==> src/rtl/traffic_generator_gmii_scheduler.sv <==
// Frame request sequencer for the GMII traffic generator: latches the
// run configuration, spaces frames by IFG/IBG and tracks run progress.
module traffic_generator_gmii_scheduler #(
   parameter int GAP_WIDTH = 32,
   parameter int CNT_WIDTH = 64,
   parameter int LEN_WIDTH = 16,
   parameter int MIN_GAP   = 12
) (
   input  logic                 clk,
   input  logic                 resetn,
   input  logic                 enable,
   input  logic [GAP_WIDTH-1:0] interframe_gap,
   input  logic [GAP_WIDTH-1:0] interburst_gap,
   input  logic [31:0]          frames_per_burst,
   input  logic [CNT_WIDTH-1:0] total_frames,
   input  logic [LEN_WIDTH-1:0] frame_size,
   output logic                 frame_req,
   output logic [LEN_WIDTH-1:0] frame_len,
   input  logic                 frame_ack,
   input  logic                 frame_done,
   output logic                 busy,
   output logic                 run_done,
   output logic                 config_err,
   output logic [CNT_WIDTH-1:0] frames_sent
);

   typedef enum logic [2:0] {
      S_IDLE,
      S_REQ,
      S_TX,
      S_IFG,
      S_IBG,
      S_DONE
   } state_t;

   localparam logic [GAP_WIDTH-1:0] GAP_MIN = GAP_WIDTH'(MIN_GAP);
   localparam logic [GAP_WIDTH-1:0] GAP_ONE = GAP_WIDTH'(1);
   localparam logic [CNT_WIDTH-1:0] CNT_ONE = CNT_WIDTH'(1);

   state_t               state;
   logic                 rst_meta;
   logic                 rst_n;
   logic                 enable_q;
   logic [GAP_WIDTH-1:0] ifg_s;
   logic [GAP_WIDTH-1:0] ibg_s;
   logic [GAP_WIDTH-1:0] gap_cnt;
   logic [31:0]          fpb_s;
   logic [31:0]          burst_cnt;
   logic [CNT_WIDTH-1:0] total_s;
   logic [LEN_WIDTH-1:0] size_s;

   logic                 start;
   logic                 last_frame;
   logic                 last_in_burst;
   logic [GAP_WIDTH-1:0] ifg_eff;
   logic [GAP_WIDTH-1:0] ibg_eff;
   logic [CNT_WIDTH-1:0] sent_nx;
   logic [31:0]          burst_nx;

   // Reset asserts asynchronously but releases on a clock edge.
   always_ff @(posedge clk or negedge resetn) begin
      if (!resetn) begin
         rst_meta <= 1'b0;
         rst_n    <= 1'b0;
      end else begin
         rst_meta <= 1'b1;
         rst_n    <= rst_meta;
      end
   end

   assign start         = enable & ~enable_q;
   assign sent_nx       = frames_sent + CNT_ONE;
   assign burst_nx      = burst_cnt + 32'd1;
   assign last_frame    = (total_s != '0) && (sent_nx == total_s);
   assign last_in_burst = (fpb_s != '0) && (burst_nx == fpb_s);
   assign ifg_eff       = (ifg_s < GAP_MIN) ? GAP_MIN : ifg_s;
   assign ibg_eff       = (ibg_s < GAP_MIN) ? GAP_MIN : ibg_s;

   always_ff @(posedge clk or negedge rst_n) begin
      if (!rst_n) begin
         state       <= S_IDLE;
         enable_q    <= 1'b0;
         ifg_s       <= '0;
         ibg_s       <= '0;
         fpb_s       <= '0;
         total_s     <= '0;
         size_s      <= '0;
         gap_cnt     <= '0;
         burst_cnt   <= '0;
         frame_req   <= 1'b0;
         frame_len   <= '0;
         busy        <= 1'b0;
         run_done    <= 1'b0;
         config_err  <= 1'b0;
         frames_sent <= '0;
      end else begin
         enable_q <= enable;
         unique case (state)
            S_IDLE, S_DONE: begin
               if (start) begin
                  ifg_s   <= interframe_gap;
                  ibg_s   <= interburst_gap;
                  fpb_s   <= frames_per_burst;
                  total_s <= total_frames;
                  size_s  <= frame_size;
                  if (frame_size == '0) begin
                     config_err <= 1'b1;
                     run_done   <= 1'b0;
                     state      <= S_IDLE;
                  end else begin
                     config_err  <= 1'b0;
                     run_done    <= 1'b0;
                     busy        <= 1'b1;
                     frame_req   <= 1'b1;
                     frame_len   <= frame_size;
                     frames_sent <= '0;
                     burst_cnt   <= '0;
                     state       <= S_REQ;
                  end
               end
            end
            S_REQ: begin
               if (!enable) begin
                  frame_req <= 1'b0;
                  busy      <= 1'b0;
                  state     <= S_IDLE;
               end else if (frame_ack) begin
                  frame_req <= 1'b0;
                  state     <= S_TX;
               end
            end
            S_TX: begin
               if (frame_done) begin
                  frames_sent <= sent_nx;
                  burst_cnt   <= burst_nx;
                  // A stop lets the frame finish but never reports DONE.
                  if (!enable) begin
                     busy  <= 1'b0;
                     state <= S_IDLE;
                  end else if (last_frame) begin
                     busy     <= 1'b0;
                     run_done <= 1'b1;
                     state    <= S_DONE;
                  end else if (last_in_burst) begin
                     burst_cnt <= '0;
                     gap_cnt   <= ibg_eff;
                     state     <= S_IBG;
                  end else begin
                     gap_cnt <= ifg_eff;
                     state   <= S_IFG;
                  end
               end
            end
            S_IFG, S_IBG: begin
               if (!enable) begin
                  gap_cnt <= '0;
                  busy    <= 1'b0;
                  state   <= S_IDLE;
               end else if (gap_cnt == GAP_ONE) begin
                  gap_cnt   <= '0;
                  frame_req <= 1'b1;
                  frame_len <= size_s;
                  state     <= S_REQ;
               end else begin
                  gap_cnt <= gap_cnt - GAP_ONE;
               end
            end
            default: begin
               frame_req <= 1'b0;
               busy      <= 1'b0;
               state     <= S_IDLE;
            end
         endcase
      end
   end

endmodule

==> config.mk <==
export PLATFORM = sky130hd
export DESIGN_NAME = traffic_generator_gmii_scheduler
export DESIGN_NICKNAME = d
export VERILOG_FILES = /design/src/rtl/traffic_generator_gmii_scheduler.sv
export SDC_FILE = /design/constraint.sdc
export NUM_CORES = 1
export LEC_CHECK = 0
export CORE_ASPECT_RATIO = 0.5
export CORE_MARGIN = 2
export CORE_UTILIZATION = 55
export CTS_BUF_LIST = sky130_fd_sc_hd__clkbuf_16
export DETAILED_ROUTE_END_ITERATION = 16
export GPL_TIMING_DRIVEN = 0
export PLACE_DENSITY = 0.82
export SETUP_SLACK_MARGIN = 0.05
export SLEW_MARGIN = 20
export SYNTH_ARGS = -nofsm -noshare
export SYNTH_HDL_FRONTEND = slang
export SYNTH_SLANG_ARGS = --single-unit
==> constraint.sdc <==
create_clock -name clk -period 24.8 [get_ports clk]
set_input_delay 4.96 -clock clk [delete_from_list [all_inputs] [get_ports clk]]
set_output_delay 4.96 -clock clk [all_outputs]
set_load 0.02 [all_outputs]
==> results of run 1 <==
logic make-up (layout without fill, tap and decap cells):
logic type	after synthesis	after routing	share of synthesized area [%]
AND/OR/NAND/NOR	1325	1325	31.90
AO/OA/AOI/OAI	447	447	14.91
flip-flops	330	330	41.39
buffers and inverters	181	508	3.719
XOR/XNOR	134	134	6.026
multiplexers	34	34	1.787
adder cells (fa/ha/maj)	4	4	0.2508
other	1	1	0.01879
power by group:
part	total (W)	switching, W	internal (W)
clock network	0.000504	0.000233	0.000271
logic	0.000907	0.000549	0.000359
registers	0.000927	0.000211	0.000716
total	0.00234	0.000993	0.00135
state kept, by name (all words and copies together) (netlist names), 32 cells and up:
register,flops
frames_sent,64
total_s,64
burst_cnt,32
fpb_s,32
gap_cnt,32
ibg_s,32
ifg_s,32
layout by cell type (no fill, tap or decap), types with 25 or more instances in the layout:
cell type          n
nand2_1          678
dfrtp_1          329
clkdlybuf4s50_1  264
nor2_1           138
clkbuf_1         119
o21ai_0          111
xnor2_1           97
nor4_1            93
nand3_1           76
o31ai_1           70
nor3_1            67
a21oi_1           62
nand4_1           61
xor2_1            35
a31oi_1           31
clkbuf_16         31
buf_2             29
or3_1             28
and3_1            26
o21ai_1           25
final cells by class:
class,instances,area share [%]
Inverter,20,0.3078
Clock buffer,31,3.180
Multi-Input combinational cell,1945,44.96
Buffer,161,2.734
Tap cell,484,2.483
Sequential cell,330,33.87
Clock inverter,26,1.016
Timing Repair Buffer,270,11.45
worst max-delay path: stages:
cell	delay, ns
clkdlybuf4s50_1	0.47
nor4_1	0.38
nand4_1	0.38
and3_1	0.43
nor2_1	0.16
clkbuf_1	0.60
clkbuf_1	0.91
o21ai_0	0.23
o41ai_1	0.11
path summary, 6_finish.rpt:
kind                                    start  cells after the start  slack (ns)               to
min in group clk                     rst_meta                      0        0.37            rst_n
max in group asynchronous              resetn                      1       20.16            rst_n
worst max register to register   burst_cnt[0]                     13       19.24       gap_cnt[4]
worst min register to register          rst_n                      0        0.33        fpb_s[29]
worst max-delay path            frame_size[0]                      9       16.67  frames_sent[49]
worst min-delay path                    rst_n                      0        0.33        fpb_s[29]
through the flow:
step / hold WS, ns / std cells
after floorplan: 0.3312 / 2456
after global placement: 0.3441 / 3204
after detailed placement: 0.3439 / 3210
after CTS: 0.3491 / 3267
after global routing: 0.3811 / 3267
final: 0.3304 / 3267
layer usage:
layer | share of wire (%) | GRT usage, % | up-vias
met5 | 0 | 0 | -
met4 | 5.2 | 18.64 | 0
met3 | 9.8 | 7.341 | 252
met2 | 44 | 61.19 | 1215
met1 | 41 | 55.43 | 10100
li1 | - | - | 9404
==> flow_metrics.py, run 1 <==
metrics = {
    "run_status": {
        "run_status": "complete, no violations",
    },
    "final_layout": {
        "fill_cells": 2973,
        "drive_gt1_share_pct": 4.851,
        "fin_area_sq_um": 24390,
        "multi_input_area_sq_um": 10970,
        "n_antenna_cell": 0,
        "regArea_sq_um": 8262,
        "syn2layout_area_growth_pct": 22.24,
        "final_util_pct": 68.12,
        "nets": 2944,
    },
    "routing": {
        "drc_errors": 0,
        "drt.antenna.violating_nets": 0,
        "drt_first_iter_violations": 2351,
        "first_pass_iters": 6,
        "viasPerCell": 6.419,
        "wl_per_cell_um": 23.37,
        "vias": 20970,
        "drt-total-wl_um": 76360,
    },
    "sta": {
        "fmax_mhz": 123.0,
        "worst_pin_slew_ns": 1.154,
        "max-slew-margin-rel_pct": 23.05,
        "finalSetupTns_ns": 0,
        "setup_ws_ns": 16.67,
        "finalCritPeriodShare_pct": 32.79,
        "min_period_ns": 8.132,
        "rsz0062_at_grt": "false",
        "slew_violations": 0,
        "finClkSkew_ns": 0.02486,
        "finalHoldViolations": 0,
        "setup_viol": 0,
    },
    "place": {
        "gp_congestion": 1.050,
        "placed_area_sq_um": 23350,
        "port-buffer-count": 264,
        "dp_hpwl_um": 57520,
        "dpl_worst_slack_ns": 16.16,
    },
    "cts": {
        "cts_buffers": 31,
        "clk_pin_slew_ns": 0.07,
        "htreeDepth": 1,
        "cts_sinks": 330,
        "tritoncts": "done",
        "ctsResizeCount": 0,
        "cts_root_buffer": "clkbuf_16",
        "cts_hold_buf": 0,
        "clkLatencyLatePin_ns": 0.63,
        "post_cts_buffers": 0,
        "clk_path_buf_depth": 3,
    },
    "setup_path": {
        "cp.required_ns": 25.30,
        "end_kind": "register",
        "cp_max_fo": 10,
        "cp.arrival_ns": 8.63,
        "cp-start-kind": "input port",
        "crit_type": "in -> reg",
    },
    "logic_synthesis": {
        "ys_ff_latch": 330,
        "synth_flop_cell": "dfrtp_1",
        "yosysTopAreaCell": "dfrtp_1",
        "synth-seq-area-share_pct": 41.39,
        "syn_nets": 2641,
        "synthesis.area_sq_um": 19950,
        "syn_avg_cell_area_sq_um": 8.124,
        "syn_inst": 2456,
        "yosys.cell_count.top_type": "nand2_1",
        "synthDistinctLibCells": 80,
        "yosysTopAreaCellShare_pct": 41.39,
        "synth_edf_count": 0,
        "async_flop_share_pct": 100.0,
        "synth.area.top_cells": "dfrtp_1 (41%), nand2_1 (13%), xnor2_1 (4.3%)",
        "yosys_warnings": 0,
        "yosys-top-cells-count": "nand2_1 (678), dfrtp_1 (330), nor2_1 (138)",
    },
    "floorplanning": {
        "die_w_um": 273.4,
        "num_io_pins": 265,
        "coreArea_sq_um": 35800,
        "rows": 49,
        "die_h_um": 138.7,
        "start_util_pct": 55.73,
        "dieArea_sq_um": 37910,
    },
    "pwr": {
        "finalPower_w": 0.002338,
        "p_leak_nw": 10.19,
        "cellPowerDensity_nw_per_um2": 95.86,
        "irDropWorstVdd_v": 0.00006702,
    },
    "grt": {
        "grt_pass1_vias": 19900,
        "grt_max_degree": 59,
        "grt_pass1_wl_um": 117700,
        "grt_antenna_before_repair": 1,
        "grt.overflow.total": 0,
        "grt_util_all_layers_pct": 40.03,
    },
    "min_path": {
        "hp-class": "reg -> async",
    },
    "flow_run": {
        "cap_violations": 0,
    },
}
Power figures use the tool's default switching activity.
==> run 2, diff against run 1 <==
--- a/config.mk
+++ b/config.mk
@@ -7,11 +7,11 @@
 export LEC_CHECK = 0
 export CORE_ASPECT_RATIO = 0.5
 export CORE_MARGIN = 2
-export CORE_UTILIZATION = 55
+export CORE_UTILIZATION = 51
 export CTS_BUF_LIST = sky130_fd_sc_hd__clkbuf_16
 export DETAILED_ROUTE_END_ITERATION = 16
 export GPL_TIMING_DRIVEN = 0
-export PLACE_DENSITY = 0.82
+export PLACE_DENSITY = 0.8
 export SETUP_SLACK_MARGIN = 0.05
 export SLEW_MARGIN = 20
 export SYNTH_ARGS = -nofsm -noshare
==> constraint.sdc (replaced) <==
create_clock -name clk -period 7.4 [get_ports clk]
set_input_delay 1.48 -clock clk [delete_from_list [all_inputs] [get_ports clk]]
set_output_delay 1.48 -clock clk [all_outputs]
set_load 0.02 [all_outputs]
==> run 2 against run 1 <==
Total power grew to 3.3 times the previous value. Non-clock buffer count stayed put. Count of clock-buffer cells in the layout stayed put. Critical path type is now reg -> reg.
==> flow_metrics.py, run 2 (synthesis gave the netlist of run 1 again) <==
metrics = {
    "cts": {
        "cts_hold_buf": 0,
        "clkLatencyLatePin_ns": 0.62,
        "tritoncts": "done",
        "clk_pin_slew_ns": 0.07,
        "clk_path_buf_depth": 3,
        "ctsResizeCount": 0,
        "cts_root_buffer": "clkbuf_16",
        "cts_sinks": 330,
        "cts_buffers": 31,
        "post_cts_buffers": 0,
        "htreeDepth": 1,
    },
    "floorplanning": {
        "start_util_pct": 51.51,
        "num_io_pins": 265,
        "dieArea_sq_um": 40820,
        "rows": 51,
        "coreArea_sq_um": 38730,
        "die_w_um": 283.7,
        "die_h_um": 143.9,
    },
    "routing": {
        "drc_errors": 0,
        "viasPerCell": 6.246,
        "drt.antenna.violating_nets": 0,
        "drt-total-wl_um": 75900,
        "drt_first_iter_violations": 2218,
        "wl_per_cell_um": 22.92,
        "first_pass_iters": 6,
        "vias": 20690,
    },
    "final_layout": {
        "n_antenna_cell": 0,
        "nets": 2944,
        "drive_gt1_share_pct": 4.781,
        "fill_cells": 3345,
        "largestRegisters": "frames_sent: 64 flops, total_s: 64 flops",
        "final_cell_mix": "nand2_1 (678), dfrtp_1 (329), clkdlybuf4s50_1 (264)",
        "fin_cells": 3312,
        "syn2layout_area_growth_pct": 22.66,
        "final_common_cell": "nand2_1",
    },
    "pwr": {
        "intPower_w": 0.004542,
        "combPwrFrac_pct": 38.4,
        "irDropWorstVdd_v": 0.0002316,
        "pwr-share-seq_pct": 39.8,
        "finalPower_w": 0.007827,
        "cellPowerDensity_nw_per_um2": 319.8,
        "swShare_pct": 41.96,
        "p_sw_w": 0.003285,
        "p_leak_nw": 10.22,
        "clkPwrFrac_pct": 21.8,
    },
    "min_path": {
        "hp-class": "reg -> async",
    },
    "grt": {
        "grt_busiest_layer": "met2",
        "grt_pass1_vias": 19310,
        "grt.overflow.total": 0,
        "use_met2_pct": 57.43,
        "grt_pass1_wl_um": 114500,
        "use_met1_pct": 49.24,
        "use_met3_pct": 6.762,
        "grt_util_all_layers_pct": 36.34,
        "grt_max_degree": 58,
        "grt_antenna_before_repair": 1,
    },
    "run_status": {
        "run_status": "complete, no violations",
    },
    "sta": {
        "slew_violations": 0,
        "rsz0062_at_grt": "false",
        "finalHoldViolations": 0,
        "worst_pin_slew_ns": 1.250,
        "finClkSkew_ns": 0.01688,
        "max-slew-margin-rel_pct": 15.97,
        "finalSetupTns_ns": 0,
        "fmax_mhz": 180.0,
        "min_period_ns": 5.554,
        "finalCritPeriodShare_pct": 75.06,
        "setup_viol": 0,
        "setup_ws_ns": 1.846,
    },
    "flow_run": {
        "cap_violations": 0,
    },
    "setup_path": {
        "r2r_start": "frames_sent[8]",
        "cp.arrival_ns": 6.08,
        "end_kind": "register",
        "regToRegSetupSlack_ns": 1.85,
        "cp-start-kind": "register",
        "cp-startpoint": "frames_sent[8]",
        "cp_max_fo": 10,
        "cp.required_ns": 7.93,
        "crit_type": "reg -> reg",
    },
    "place": {
        "dp_hpwl_um": 57140,
        "dpl_worst_slack_ns": 2.173,
        "gp_congestion": 1.007,
        "port-buffer-count": 264,
        "dp.cells": 3256,
    },
}
## run 2: path summary, 6_finish.rpt
path,to,cells after the start
worst min-delay path,ifg_s[8],0
worst max register to register,gap_cnt[0],12
worst max-delay path,gap_cnt[0],12
min in group clk,rst_n,0
worst min register to register,ifg_s[8],0
max in group asynchronous,frames_sent[4],3
## run 2: layout make-up
class | count | area (sq um) | share of cell area, %
inverters | 20 | 75.07 | 0.3067
flip-flops and latches | 330 | 8262 | 33.76
clock inverters | 25 | 265.3 | 1.084
clock buffers | 31 | 775.7 | 3.170
multi-input cells | 1945 | 10960 | 44.78
repair buffers | 270 | 2808 | 11.47
well taps | 530 | 663.1 | 2.709
plain buffers | 161 | 666.9 | 2.725
## run 2: per-layer routing
metal	up-vias	wire (um)	share of wire, %
met2	1084	34180	45
met4	0	3460	4.6
met1	10040	31220	41
li1	9359	-	-
met5	-	0	0
met3	203	7041	9.3
## run 2: power groups by stage
stage               Combinational, W  Clock, W  Sequential (W)
CTS                          0.00295   0.00171         0.00309
detailed placement           0.00292         0         0.00312
global placement             0.00282         0         0.00313
global route                 0.00328   0.00179         0.00317
finish                       0.00301   0.00170         0.00312
floorplan                    0.00190         0         0.00293
## run 2: per-stage QoR
step	instance area [sq um]	hold slack [ns]	util [%]
2_1_floorplan	19950	0.3311	-
3_3_place_gp	23260	0.3360	60.05
3_5_place_dp	23430	0.2407	60.48
4_1_cts	24470	0.2431	63.17
5_1_grt	24470	0.2655	63.19
6_report	24470	0.2358	63.19
## run 2: critical path, cell delays in order (launching register included)
cell,delay [ns]
dfrtp_1,0.34
clkbuf_1,0.29
nand2_1,0.28
nor4_2,1.00
nand4_1,0.47
o21bai_1,0.48
o2111ai_1,0.18
or4_1,0.48
or4_1,0.65
nor4_2,0.64
or2_2,0.28
buf_6,0.16
mux2i_1,0.20
==> run 3, diff against run 2 <==
--- a/config.mk
+++ b/config.mk
@@ -7,11 +7,11 @@
 export LEC_CHECK = 0
 export CORE_ASPECT_RATIO = 0.5
 export CORE_MARGIN = 2
-export CORE_UTILIZATION = 51
+export CORE_UTILIZATION = 55
 export CTS_BUF_LIST = sky130_fd_sc_hd__clkbuf_16
 export DETAILED_ROUTE_END_ITERATION = 16
 export GPL_TIMING_DRIVEN = 0
-export PLACE_DENSITY = 0.8
+export PLACE_DENSITY = 0.82
 export SETUP_SLACK_MARGIN = 0.05
 export SLEW_MARGIN = 20
 export SYNTH_ARGS = -nofsm -noshare
==> constraint.sdc (replaced) <==
create_clock -name clk -period 5.7 [get_ports clk]
set_input_delay 1.14 -clock clk [delete_from_list [all_inputs] [get_ports clk]]
set_output_delay 1.14 -clock clk [all_outputs]
set_load 0.02 [all_outputs]
==> run 3 against run 2 <==
Sequential share of layout area up 0.083 points. Via count increased by 1.1%. Largest cell class unchanged. Final cell count fell by 1.3%. Register-to-register slack got worse by 1.6 ns.
==> flow_metrics.py, run 3 (synthesis gave the netlist of run 1 again) <==
metrics = {
    "grt": {
        "grt_util_all_layers_pct": 39.50,
        "grt_max_degree": 59,
        "grt_antenna_before_repair": 1,
        "grt_pass1_wl_um": 116800,
        "grt.overflow.total": 0,
        "grt_pass1_vias": 19970,
    },
    "setup_path": {
        "end_kind": "register",
        "cp.required_ns": 6.23,
        "cp.arrival_ns": 6.00,
        "reg2reg_depth": 13,
        "cp-start-kind": "register",
        "crit_type": "reg -> reg",
        "cp_max_fo": 10,
    },
    "sta": {
        "max-slew-margin-rel_pct": 20.21,
        "fmax_mhz": 183.0,
        "finalHoldViolations": 0,
        "finalCritPeriodShare_pct": 95.86,
        "finalSetupTns_ns": 0,
        "worst_pin_slew_ns": 1.187,
        "setup_viol": 0,
        "finClkSkew_ns": 0.009961,
        "min_period_ns": 5.464,
        "rsz0062_at_grt": "false",
        "slew_violations": 0,
    },
    "cts": {
        "cts_root_buffer": "clkbuf_16",
        "clk_pin_slew_ns": 0.07,
        "ctsResizeCount": 0,
        "clkLatencyLatePin_ns": 0.62,
        "post_cts_buffers": 0,
        "clk_path_buf_depth": 3,
        "cts_sinks": 330,
        "htreeDepth": 1,
        "cts_hold_buf": 0,
        "cts_buffers": 31,
        "tritoncts": "done",
    },
    "min_path": {
        "hp-class": "reg -> async",
    },
    "final_layout": {
        "fill_cells": 2980,
        "nets": 2944,
        "largestRegisters": "frames_sent: 64 flops, total_s: 64 flops",
        "syn2layout_area_growth_pct": 22.36,
        "drive_gt1_share_pct": 4.957,
        "final_cell_mix": "nand2_1 (678), dfrtp_1 (329), clkdlybuf4s50_1 (264)",
        "final_common_cell": "nand2_1",
    },
    "pwr": {
        "pwr-share-seq_pct": 39.6,
        "irDropWorstVdd_v": 0.0003027,
        "p_leak_nw": 10.22,
        "combPwrFrac_pct": 38.8,
        "p_sw_w": 0.004309,
        "cellPowerDensity_nw_per_um2": 416.5,
        "intPower_w": 0.005859,
        "swShare_pct": 42.38,
        "finalPower_w": 0.01017,
        "clkPwrFrac_pct": 21.5,
    },
    "flow_run": {
        "cap_violations": 0,
    },
    "place": {
        "dp_hpwl_um": 56450,
        "port-buffer-count": 264,
        "gp_congestion": 1.058,
    },
    "routing": {
        "drt-total-wl_um": 75410,
        "drc_errors": 0,
        "drt.antenna.violating_nets": 0,
        "drt_first_iter_violations": 2798,
        "first_pass_iters": 6,
        "vias": 20910,
        "wl_per_cell_um": 23.07,
        "viasPerCell": 6.396,
    },
    "floorplanning": {
        "die_h_um": 138.7,
        "num_io_pins": 265,
        "rows": 49,
        "coreArea_sq_um": 35800,
        "die_w_um": 273.4,
        "dieArea_sq_um": 37910,
        "start_util_pct": 55.73,
    },
    "run_status": {
        "run_status": "complete, no violations",
    },
}
-- run 3: worst max-delay path: stages, from the launching register on --
cell and delay [ns]:
dfrtp_1 0.54, ha_1 0.35, nand4_1 0.33, nor4_1 0.65, buf_2 0.37, nand3_1 0.29, nor3_1 0.49, xnor2_1 0.34
o2111ai_1 0.17, or4_1 0.55, nor4_2 0.64, or2_2 0.27, buf_6 0.16, mux2i_1 0.20
-- run 3: layout make-up --
| type | count | area [sq um] | area share, % |
|---|---|---|---|
| Antenna cell | 1 | 2.502 | 0.01025 |
| Buffer | 161 | 666.9 | 2.732 |
| Clock buffer | 31 | 775.7 | 3.177 |
| Clock inverter | 27 | 259.0 | 1.061 |
| Inverter | 20 | 75.07 | 0.3075 |
| Multi-Input combinational cell | 1945 | 10970 | 44.92 |
| Sequential cell | 330 | 8262 | 33.84 |
| Tap cell | 484 | 605.6 | 2.480 |
| Timing Repair Buffer | 270 | 2800 | 11.47 |
-- run 3: path summary, 6_finish.rpt --
check,start,slack [ns],end
min in group clk,rst_meta,0.36,rst_n
min reg2reg,rst_n,0.26,fpb_s[30]
min,rst_n,0.26,fpb_s[30]
max,frames_sent[0],0.24,gap_cnt[0]
max in group asynchronous,rst_n,3.90,total_s[11]
max reg2reg,frames_sent[0],0.24,gap_cnt[0]
-- run 3: per-stage QoR --
stage	worst slack [ns]	instance area, sq um	utilization [%]	std cells	hold slack [ns]
after floorplan	0.3042	19950	-	2456	0.3311
after global placement	-1.777	23200	64.80	3204	0.3418
after detailed placement	0.3639	23360	65.25	3210	0.2718
after CTS	0.3222	24400	68.14	3268	0.2780
after global routing	0.1475	24410	68.18	3268	0.3040
final	0.2360	24410	68.19	3269	0.2621
-- run 3: power groups by stage --
stage               registers [W]  clock network, W  logic (W)
detailed placement        0.00402                 0    0.00382
global route              0.00410           0.00230    0.00430
global placement          0.00405                 0    0.00368
finish                    0.00403           0.00219    0.00395
floorplan                 0.00380                 0    0.00247
CTS                       0.00399           0.00219    0.00385
-- run 3: routing by layer --
metal  routed length (um)  share of wire, %  vias up  GRT usage (%)
li1                     -                 -     9386              -
met1                31130                41    10130          54.80
met2                33320                44     1168          60.59
met3                 7320               9.7      222          8.016
met4                 3637               4.8        0          16.39
met5                    0                 0        -              0
